<file path="src/rtl/tt_uart_pkg.sv">
// Shared types and constants for the tt_uart transmitter slice.
package tt_uart_pkg;

    localparam int DATA_BITS = 8;

    typedef enum logic [2:0] {
        IDLE,
        START,
        DATA,
        PARITY,
        STOP
    } state_t;

    // Total clock cycles occupied by one frame, start bit through last stop bit.
    function automatic int frame_cycles(input int cpb, input int par, input int stop);
        return (1 + DATA_BITS + par + stop) * cpb;
    endfunction

endpackage

</file>
<file path="src/rtl/tt_uart_baud_gen.sv">
// Per-bit cycle counter: counts CLKS_PER_BIT cycles and flags the last one.
module tt_uart_baud_gen #(
    parameter int CLKS_PER_BIT = 87
) (
    input  logic clk,
    input  logic rst,
    input  logic clear,
    output logic bit_done
);

    localparam int CW = $clog2(CLKS_PER_BIT);

    logic [CW-1:0] count;

    assign bit_done = (count == CW'(CLKS_PER_BIT - 1));

    // Count up within a bit and reload to zero at each bit boundary or on clear.
    always_ff @(posedge clk) begin
        if (rst || clear || bit_done) begin
            count <= '0;
        end else begin
            count <= count + CW'(1);
        end
    end

endmodule

</file>
<file path="src/rtl/tt_uart_tx.sv">
// Byte-wide valid/ready UART transmitter, LSB first, optional even parity, 1 or 2 stop bits.
module tt_uart_tx
    import tt_uart_pkg::*;
#(
    parameter int CLKS_PER_BIT = 87,
    parameter int PARITY_EN    = 0,
    parameter int STOP_BITS    = 1
) (
    input  logic       clk,
    input  logic       rst,
    input  logic [7:0] tx_data,
    input  logic       tx_valid,
    output logic       tx_ready,
    output logic       tx,
    output logic       busy
);

    state_t     state;
    state_t     state_next;
    logic [7:0] shift;
    logic [7:0] shift_next;
    logic [2:0] bit_cnt;
    logic       stop_cnt;
    logic       parity_bit;
    logic       tx_next;
    logic       bit_done;
    logic       handshake;
    logic       last_stop;

    assign handshake = tx_valid && tx_ready;
    assign last_stop = (state == STOP) && bit_done && (stop_cnt == 1'(STOP_BITS - 1));

    tt_uart_baud_gen #(
        .CLKS_PER_BIT(CLKS_PER_BIT)
    ) u_baud (
        .clk     (clk),
        .rst     (rst),
        .clear   (handshake || (state == IDLE)),
        .bit_done(bit_done)
    );

    // State register.
    always_ff @(posedge clk) begin
        if (rst) begin
            state <= IDLE;
        end else begin
            state <= state_next;
        end
    end

    // Next-state logic; a handshake in the final stop cycle chains straight into START.
    always_comb begin
        state_next = state;
        case (state)
            IDLE:    if (handshake) state_next = START;
            START:   if (bit_done) state_next = DATA;
            DATA: begin
                if (bit_done && (bit_cnt == 3'(DATA_BITS - 1))) begin
                    state_next = (PARITY_EN != 0) ? PARITY : STOP;
                end
            end
            PARITY:  if (bit_done) state_next = STOP;
            STOP: begin
                if (last_stop) begin
                    state_next = handshake ? START : IDLE;
                end
            end
            default: state_next = IDLE;
        endcase
    end

    // Handshake-side outputs; ready only when idle or in the very last stop cycle.
    always_comb begin
        tx_ready = (state == IDLE) || last_stop;
        busy     = (state != IDLE);
    end

    // Next shift contents and next line level, so the pin can come straight from a flop.
    always_comb begin
        shift_next = shift;
        if (handshake) begin
            shift_next = tx_data;
        end else if ((state == DATA) && bit_done) begin
            shift_next = {1'b0, shift[7:1]};
        end
        tx_next = 1'b1;
        case (state_next)
            START:   tx_next = 1'b0;
            DATA:    tx_next = shift_next[0];
            PARITY:  tx_next = parity_bit;
            default: tx_next = 1'b1;
        endcase
    end

    // Datapath registers: shift register, bit/stop counters, parity and the tx pin.
    always_ff @(posedge clk) begin
        if (rst) begin
            shift      <= '0;
            bit_cnt    <= '0;
            stop_cnt   <= 1'b0;
            parity_bit <= 1'b0;
            tx         <= 1'b1;
        end else begin
            shift <= shift_next;
            tx    <= tx_next;
            if (handshake) begin
                parity_bit <= ^tx_data;
                bit_cnt    <= '0;
                stop_cnt   <= 1'b0;
            end else begin
                if ((state == DATA) && bit_done) begin
                    bit_cnt <= bit_cnt + 3'd1;
                end
                if ((state == STOP) && bit_done) begin
                    stop_cnt <= last_stop ? 1'b0 : (stop_cnt + 1'b1);
                end
            end
        end
    end

endmodule

</file>
<file path="config.mk">
export PLATFORM = sky130hd
export DESIGN_NAME = tt_uart_tx
export DESIGN_NICKNAME = d
export VERILOG_FILES = /design/src/rtl/tt_uart_pkg.sv /design/src/rtl/tt_uart_baud_gen.sv /design/src/rtl/tt_uart_tx.sv
export SDC_FILE = /design/constraint.sdc
export NUM_CORES = 1
export LEC_CHECK = 0
export BUFFER_PORTS_ARGS = -buffer_cell sky130_fd_sc_hd__buf_2
export CAP_MARGIN = 5
export CORE_ASPECT_RATIO = 1.4
export CORE_MARGIN = 2
export CORE_UTILIZATION = 50
export CTS_CLUSTER_SIZE = 25
export DETAILED_ROUTE_END_ITERATION = 12
export GPL_TIMING_DRIVEN = 1
export PLACE_DENSITY = 0.69
export SYNTH_ARGS = -nofsm -noshare
export SYNTH_HDL_FRONTEND = slang
export SYNTH_SLANG_ARGS = --single-unit
</file>
<file path="constraint.sdc">
create_clock -name clk -period 2.05 [get_ports clk]
set_input_delay 0.3075 -clock clk [delete_from_list [all_inputs] [get_ports clk]]
set_output_delay 0.3075 -clock clk [all_outputs]
set_load 0.005 [all_outputs]
</file>
# ---- Word level (Yosys, flattened, before mapping)
# Cells that the tools add are included.
dict set report totals {
  regBits 24
}
dict set report classes {
  n_eq_ne 9
  n_addsub 3
  n_mux 11
  reduce_logical 14
  bitwise 1
}
# op count
set op_table {}
lappend op_table {{8-bit 2-to-1 mux} 2}
lappend op_table {{3-bit 2-to-1 mux} 5}
lappend op_table {{3-bit case mux with 5 select lines} 1}
lappend op_table {{3-bit by 2-bit == test with 1-bit output, second input constant} 4}
lappend op_table {{8-bit XOR reduction} 1}
lappend op_table {{7-bit by 1-bit adder with 7-bit output, second input constant} 1}
lappend op_table {{7-bit == test, second input constant} 1}
lappend op_table {{3-bit by 1-bit == test with 1-bit output, second input constant} 2}
lappend op_table {{3-bit == test, second input constant} 2}
lappend op_table {{1-bit logical AND} 5}
lappend op_table {{1-bit logical OR} 4}
lappend op_table {{3-bit by 1-bit adder with 3-bit output, second input constant} 1}
lappend op_table {{3-bit logical NOT} 1}
lappend op_table {{1-bit case mux with 3 select lines} 1}
lappend op_table {{3-bit nonzero test} 1}
lappend op_table {{1-bit 2-to-1 mux} 2}
lappend op_table {{2-bit nonzero test} 1}
lappend op_table {{2-bit OR reduction} 1}
lappend op_table {{1-bit adder, second input constant} 1}
lappend op_table {{1-bit inverter} 1}

# ---- Logic depth before layout (Yosys ltp)
# Gate-level depths: netlist of the first run.
dict set report depth {
  ltp_word 10
  mapped_depth 8
  mapped_depth_nobuf 7
}

# ---- By module
# From an unflattened synthesis of the first run, not the netlist that was laid out.
dict set report unflattened {
  cells_unflattened 127
  area_unflattened_um2 1201.2
}
# mod seq_area_each_um2 instances cells_each area_each_um2
set by_module_without_submodules {}
lappend by_module_without_submodules {tt_uart_tx 340.3 1 94 899.6}
lappend by_module_without_submodules {tt_uart_baud_gen 140.1 1 33 301.5}

# ---- Worst setup path before layout of the first run
# OpenSTA, ideal clock, no wires.
dict set report synth_timing {
  path_type {reg-to-reg}
  start {register u_baud.count[0]}
  end {register tx}
  required_time_ns 1.918
  setup_ns 0.132
  arrival_ns 1.528
  path_buffers 0
  path_slack_ns 0.390
  path_stages_with_launch 8
  period_less_slack_ns 1.660
  path_cell_list {dfxtp_1 -> inv_1 -> ha_1 -> and2b_2 -> and4b_1 -> a211o_1 -> and3b_1 -> o211ai_1}
}
dict set report synth_via {
  elab_chain_cells 10
  elab_cells_between_ends 20
  classes_between {eq/ne: 4; mux: 10; reduce/logical: 6}
}
# item line_no
set synth_lines {}
lappend synth_lines {{from (decl)} tt_uart_baud_gen.sv:13} ;# logic [CW-1:0] count;
lappend synth_lines {{from (signal assigned)} tt_uart_baud_gen.sv:22} ;# count <= count + CW'(1);
lappend synth_lines {{7-bit == test *} tt_uart_baud_gen.sv:15} ;# assign bit_done = (count == CW'(CLKS_PER_BIT - 1));
lappend synth_lines {{1-bit logical AND (2 in series)} tt_uart_tx.sv:31} ;# assign last_stop = (state == STOP) && bit_done && (stop_cnt == 1'(STOP_BITS - 1));
lappend synth_lines {{1-bit logical OR} tt_uart_tx.sv:74} ;# tx_ready = (state == IDLE) || last_stop;
lappend synth_lines {{1-bit logical AND} tt_uart_tx.sv:30} ;# assign handshake = tx_valid && tx_ready;
lappend synth_lines {{1-bit 2-to-1 mux} tt_uart_tx.sv:65} ;# state_next = handshake ? START : IDLE;
lappend synth_lines {{3-bit 2-to-1 mux} tt_uart_tx.sv:64} ;# if (last_stop) begin
lappend synth_lines {{3-bit case mux with 5 select lines} tt_uart_tx.sv:54} ;# case (state)
lappend synth_lines {{3-bit by 2-bit == test with 1-bit output or 3-bit by 1-bit == test with 1-bit output (tied branches)} tt_uart_tx.sv:87} ;# case (state_next)
lappend synth_lines {{1-bit case mux with 3 select lines *} tt_uart_tx.sv:87}
lappend synth_lines {{to (signal assigned)} tt_uart_tx.sv:105} ;# tx <= tx_next;
lappend synth_lines {{to (decl)} tt_uart_tx.sv:14} ;# output logic tx,
# Mark *: on every way between the ends. The rest lies on a longest branch, timed or not. The select of a mux whose other input is x is not followed.
# A chain may end at the register's enable or synchronous reset.

# ---- Final worst setup path of the first run
dict set report layout_timing {
  start {register u_baud.count[4]}
  end {output tx_ready}
}
dict set report layout_via {
  elab_chain_cells 4
}
# item line_no
set layout_lines {}
lappend layout_lines {{7-bit == test} tt_uart_baud_gen.sv:15}
lappend layout_lines {{1-bit logical AND (2 in series)} tt_uart_tx.sv:31}
lappend layout_lines {{1-bit logical OR} tt_uart_tx.sv:74}
lappend layout_lines {{to (decl)} tt_uart_tx.sv:13} ;# output logic tx_ready,
# No other way between the ends.

==> metrics.txt, run 1 <==
status finished clean; io pins 14; Slew @ Worst Pin 0.382 ns; Worst Path Max Fanout 7; Iteration-0 DRC Markers 12; Max Fclk 533 MHz; Post-synth EDFFs 0; Pins Over Slew Limit 0; largest net degree at the start of global routing 16; Max clock buf depth 2; predominant post-synthesis flop cell dfxtp_1; post-synth top area share 40.0%; Hold Crit Class input pin to register; hold_buf cts 0; Max-cap violations 0; Mapped Area 0.00120 mm2; Crit. End Element output pin; Routed WL 1950 um; register area 480 um2; Clk Tree Root Cell clkbuf_4; YS warnings 0; Crit Path Class register to output pin; Syn Inst Count 122; fraction of layout cells with a size suffix above 1 17.9%; Final Hold Vio Count 0; Setup Viol. Count Final 0; input/output buffers 13; Antenna Nets Post-Route 0; vias in the first global route 814; core area 0.00234 mm2; Reg clk slew, reported paths 0.11 ns; largest vdd supply drop 0.402 mV; Routed wire per std cell 12.4 um; CTS tree done; hold wc startpoint tx_data[7]; largest cells by area after synthesis dfxtp_1, mux2i_1, xnor2_1, a211oi_1, nor2_1; total number of vias 893; clock latency on the worst-skew pair 0.31 ns; clock sink count 24; Die H 62.0 um; Post-synth ARST share 0%; Worst Setup Start Kind register; Yosys reg bits 24; area taken by multi-input logic gates 658 um2; gr ovfl total 0; number of core rows 21; drt first pass iters 4; post-DP HPWL 1500 um; unrepaired setup endpoints after global routing false; PwrDens 626 mW/mm2; Tmin final 1.87 ns; register area share after synthesis 40.0%; Final GP Congestion 0.796; area leader, netlist dfxtp_1; Initial Util 51.4%; post_cts resized 0; via density per instance 5.69; Period Utilization, post-route 91.4%; syn_area_per_cell 9.86 um2; die area 0.00282 mm2; Max-slew headroom 74.5%; worst r2r src u_baud.count[0]; ant diodes 0; Setup Skew 0.00526 ns; Pleak 0.610 nW; Post-CTS Setup Repair Bufs 0; # fillers 218; area delta synth->final 6.24%; Syn Nets 137; CP Data Arrival Time 1.57 ns; H-tree Lvls 1; post-route cell area 0.00128 mm2; cts bufs inserted 3; DRC errors left 0; final net count 151; first-pass GRT wire length 3320 um; initial antenna violation count 0; Setup Total Neg Slack 0 ns; Worst Path Required 1.74 ns; post-synthesis cell type count 34; GR Util All Layers 16.1%; Crit. Startpoint u_baud.count[4]; Chip Width 45.4 um; placed cell area 0.00125 mm2
kinds of logic after synthesis:
| group | share of synthesized area, % |
|---|---|
| and+or+nand+nor | 19.6 |
| DFF | 40.0 |
| AOI/OAI and AO/OA | 13.2 |
| xor gates and xnor gates | 9.47 |
| muxes | 8.32 |
| buffers and inverters | 5.31 |
| adders and majority gates | 4.16 |
synthesized netlist by cell type (all sizes together), types with 2 or more instances:
| master | number |
|---|---|
| xor2 | 3 |
| inv | 4 |
| xnor2 | 10 |
| nor3 | 3 |
| nand2 | 3 |
| and2 | 3 |
| dfxtp | 24 |
| a211oi | 9 |
| a21boi | 3 |
| nor2 | 18 |
| nor3b | 2 |
| o211ai | 2 |
| ha | 4 |
| nand3 | 4 |
| and3 | 2 |
| buf | 4 |
| and4b | 2 |
| mux2i | 10 |
path summary, 6_finish.rpt:
| kind | depth (start not counted) | slack (ns) | endpoint |
|---|---|---|---|
| max reg2reg | 7 | 0.30 | tx |
| min reg2reg | 1 | 0.48 | stop_cnt |
| max | 4 | 0.18 | tx_ready |
| min | 3 | 0.26 | shift[7] |
cell type report:
type / instances / share of cell area, %
sequential: 24 / 37.6
multi-input combinational: 89 / 51.5
clock buffer: 3 / 1.76
timing repair buffer: 14 / 5.68
inverter: 4 / 1.18
tap: 23 / 2.25
layout by cell type (no fill, tap or decap), types with 2 or more instances in the layout:
cell	n
o211ai_1	2
inv_1	4
a211oi_1	9
clkbuf_4	3
a21boi_0	2
nand2_1	3
xor2_1	3
mux2i_1	10
nor2_1	18
buf_2	13
dfxtp_1	24
xnor2_1	10
nor3b_1	2
and4b_1	2
ha_1	4
nor3_1	3
nand3_1	4
power breakdown:
part           total (mW)  internal [mW]  switching (mW)  leakage (nW)
combinational       0.104         0.0516          0.0524         0.400
clock               0.197         0.0687           0.128        0.0138
sequential          0.499          0.487          0.0117         0.196
flip-flops by register name (all words and copies together), names as in the netlist:
| signal | cells |
|---|---|
| shift | 8 |
| u_baud.count | 7 |
| bit_cnt | 3 |
| state | 3 |
| parity_bit | 1 |
| stop_cnt | 1 |
| tx | 1 |
metrics by stage:
| stage | power [mW] | std cells | hold WS [ns] | util (%) | setup slack (ns) |
|---|---|---|---|---|---|
| after floorplan | 0.586 | 122 | 0.387 | - | 0.390 |
| after global placement | 0.613 | 154 | 0.440 | 53.7 | 0.338 |
| after detailed placement | 0.616 | 154 | 0.465 | 53.7 | 0.298 |
| after CTS | 0.814 | 157 | 0.258 | 54.6 | 0.181 |
| after global routing | 0.851 | 157 | 0.266 | 54.6 | 0.0882 |
| final | 0.800 | 157 | 0.259 | 54.6 | 0.175 |
metal layers:
| layer | vias to the layer above | part of all wire, % | GRT usage, % |
|---|---|---|---|
| li1 | 456 | - | - |
| met1 | 415 | 45 | 18.3 |
| met2 | 17 | 51 | 28.8 |
| met3 | 5 | 2.3 | 1.73 |
| met4 | 0 | 2.3 | 8.82 |
| met5 | - | 0 | 0 |
critical path, cell delays in order (launching register included):
cell and delay [ns]:
dfxtp_1 0.41, and4b_1 0.39, nand3b_4 0.13, a21boi_0 0.20, buf_2 0.14
No activity file was read; power rests on OpenSTA's default activity.
==> inputs of run 2 (changes only) <==
Settings changed: SYNTH_HIERARCHICAL set to 1.
==> run 2 against run 1 <==
  * Register-to-register slack got worse by 0.10 ns
  * Global-route usage rose by 1.2 points
  * Power rose by 7.7%
  * Non-clock buffer count rose by 5
  * Flip-flop and latch count did not move
  * Core utilization rose by 3.7 points
  * Synthesized cell count rose by 4.1%
  * Largest power group unchanged
==> metrics.txt, run 2 <==
max layer used met4; H-tree Lvls 1; Top reg by flops shift; CP Data Arrival Time 1.58 ns; input/output buffers 13; vias in the first global route 894; Crit. End Element output pin; Worst Setup Start Kind register; Post-synth ARST share 0%; hold_buf cts 0; most frequent cell after synthesis dfxtp_1; depth of the worst register-to-register path 8; Routed WL 2160 um; Syn Inst Count 127; flop2flop setup slack 0.20 ns; Pleak 0.502 nW; Hold WS 0.271 ns; Slew @ Worst Pin 0.476 ns; Initial Util 51.4%; Chip Width 45.4 um; number of core rows 21; Antenna Nets Post-Route 0; YS warnings 6; io pins 14; clock latency on the worst-skew pair 0.31 ns; Hold Crit Class input pin to register; cts bufs inserted 3; Die H 62.0 um; via density per instance 5.67; Logic pwr share 13.8%; Top Registers shift (8), u_baud/count (7); Final Hold Vio Count 0; Period Utilization, post-route 91.9%; post-DP HPWL 1640 um; most common cell after layout, fill and taps aside dfxtp_1; DRC errors left 0; GR Util All Layers 17.4%; Max-cap violations 0; total number of vias 952; most frequent cells in the layout dfxtp_1, nor2_1, buf_2, mux2i_1, xnor2_1; sum of routed wire segments on met1 957 um; die area 0.00282 mm2; Worst Path Required 1.74 ns; Pint 0.655 mW; largest net degree at the start of global routing 20; syn_area_per_cell 9.46 um2; final net count 161; largest vdd supply drop 0.353 mV; register area share after synthesis 40.0%; Setup Viol. Count Final 0; core area 0.00234 mm2; Clock Power Share 28.4%; clock sink count 24; Setup Total Neg Slack 0 ns; post-synthesis cell type count 37; Max-slew headroom 68.1%; Yosys reg bits 24; status finished clean; unrepaired setup endpoints after global routing false; PwrDens 632 mW/mm2; Crit Path Class register to output pin; area leader, netlist dfxtp_1; Non-Filler Instances 168; fraction of layout cells with a size suffix above 1 23.4%; largest cells by area after synthesis dfxtp_1, mux2i_1, nor2_1, xnor2_1, a211oi_1; first-pass GRT wire length 3670 um; Routed wire per std cell 12.8 um; area delta synth->final 13.5%; predominant post-synthesis flop cell dfxtp_1; WL met2 1110 um; Tmin final 1.88 ns; Reg clk slew, reported paths 0.12 ns; Syn Nets 142; Max Fclk 531 MHz; initial antenna violation count 0; Iteration-0 DRC Markers 12; hold path cells 3; drt first pass iters 3; sequential power share 57.9%; Mapped Area 0.00120 mm2; Post-synth EDFFs 0; Sw Pwr 0.207 mW; most frequent cells after synthesis dfxtp_1, nor2_1, mux2i_1, xnor2_1, a211oi_1; Clk Tree Root Cell clkbuf_4; Sw Share 24.0%; Final GP Congestion 0.829; Setup Skew 0.00664 ns; met3 WL 53 um; max FFs per register 8; Placed Cells incl. Taps 163; Worst Path Max Fanout 4; gr ovfl total 0; # fillers 206; post-synth top area share 40.0%; Pins Over Slew Limit 0; ant diodes 0; CTS tree done; Max clock buf depth 2
-- run 2: per-stage QoR --
step / util, % / worst slack, ns / area [um2] / power (mW)
after floorplan: - / 0.178 / 1200 / 0.585
after global placement: 55.8 / 0.202 / 1300 / 0.620
after detailed placement: 55.8 / 0.117 / 1300 / 0.624
after CTS: 57.3 / 0.0670 / 1340 / 0.869
after global routing: 58.3 / 0.000657 / 1360 / 0.908
final: 58.3 / 0.167 / 1360 / 0.862
-- run 2: layer usage --
layer  vias up  GRT usage [%]
li1        491              -
met1       445           20.1
met2        12           30.2
met3         4           3.18
met4         0           8.40
met5         -              0
-- run 2: power by group through the flow --
stage	Clock, mW	Combinational (mW)	Sequential [mW]
after floorplan	0	0.0791	0.506
after detailed placement	0	0.115	0.509
after CTS	0.254	0.117	0.499
final	0.245	0.119	0.499
after global routing	0.272	0.133	0.502
after global placement	0	0.113	0.508
-- run 2: cell type report --
type	count	area [um2]	share of cell area, %
Sequential cell	24	483	35.4
Timing Repair Buffer	19	114	8.35
Clock buffer	4	36.3	2.66
Tap cell	23	28.8	2.11
Inverter	2	7.51	0.550
Multi-Input combinational cell	96	694	50.9
-- run 2: worst max-delay path, stage by stage (launching register included) --
cell       delay (ns)
dfxtp_2          0.34
inv_1            0.05
ha_1             0.14
nand4bb_1        0.14
nor2_2           0.19
and2b_4          0.19
nor2_1           0.04
nor2_1           0.08
buf_2            0.11
-- run 2: path summary, 6_finish.rpt --
check                   from  endpoint
max          u_baud/count[0]  tx_ready
min               tx_data[7]  shift[7]
max reg2reg  u_baud/count[0]        tx
min reg2reg         stop_cnt  stop_cnt
-- run 2: cells by family after synthesis --
family,after synthesis,share of synthesized area [%]
AO/OA/AOI/OAI,22,14.1
XOR/XNOR,11,8.02
adder cells (fa/ha/maj),4,4.17
buffers and inverters,7,3.02
flip-flops,24,40.0
multiplexers,11,9.27
AND/OR/NAND/NOR,48,21.5
-- run 2: what timing repair did --
item,CTS,global route
resized for setup,0,6
setup buffers,0,1
setup endpoints to repair,0,10
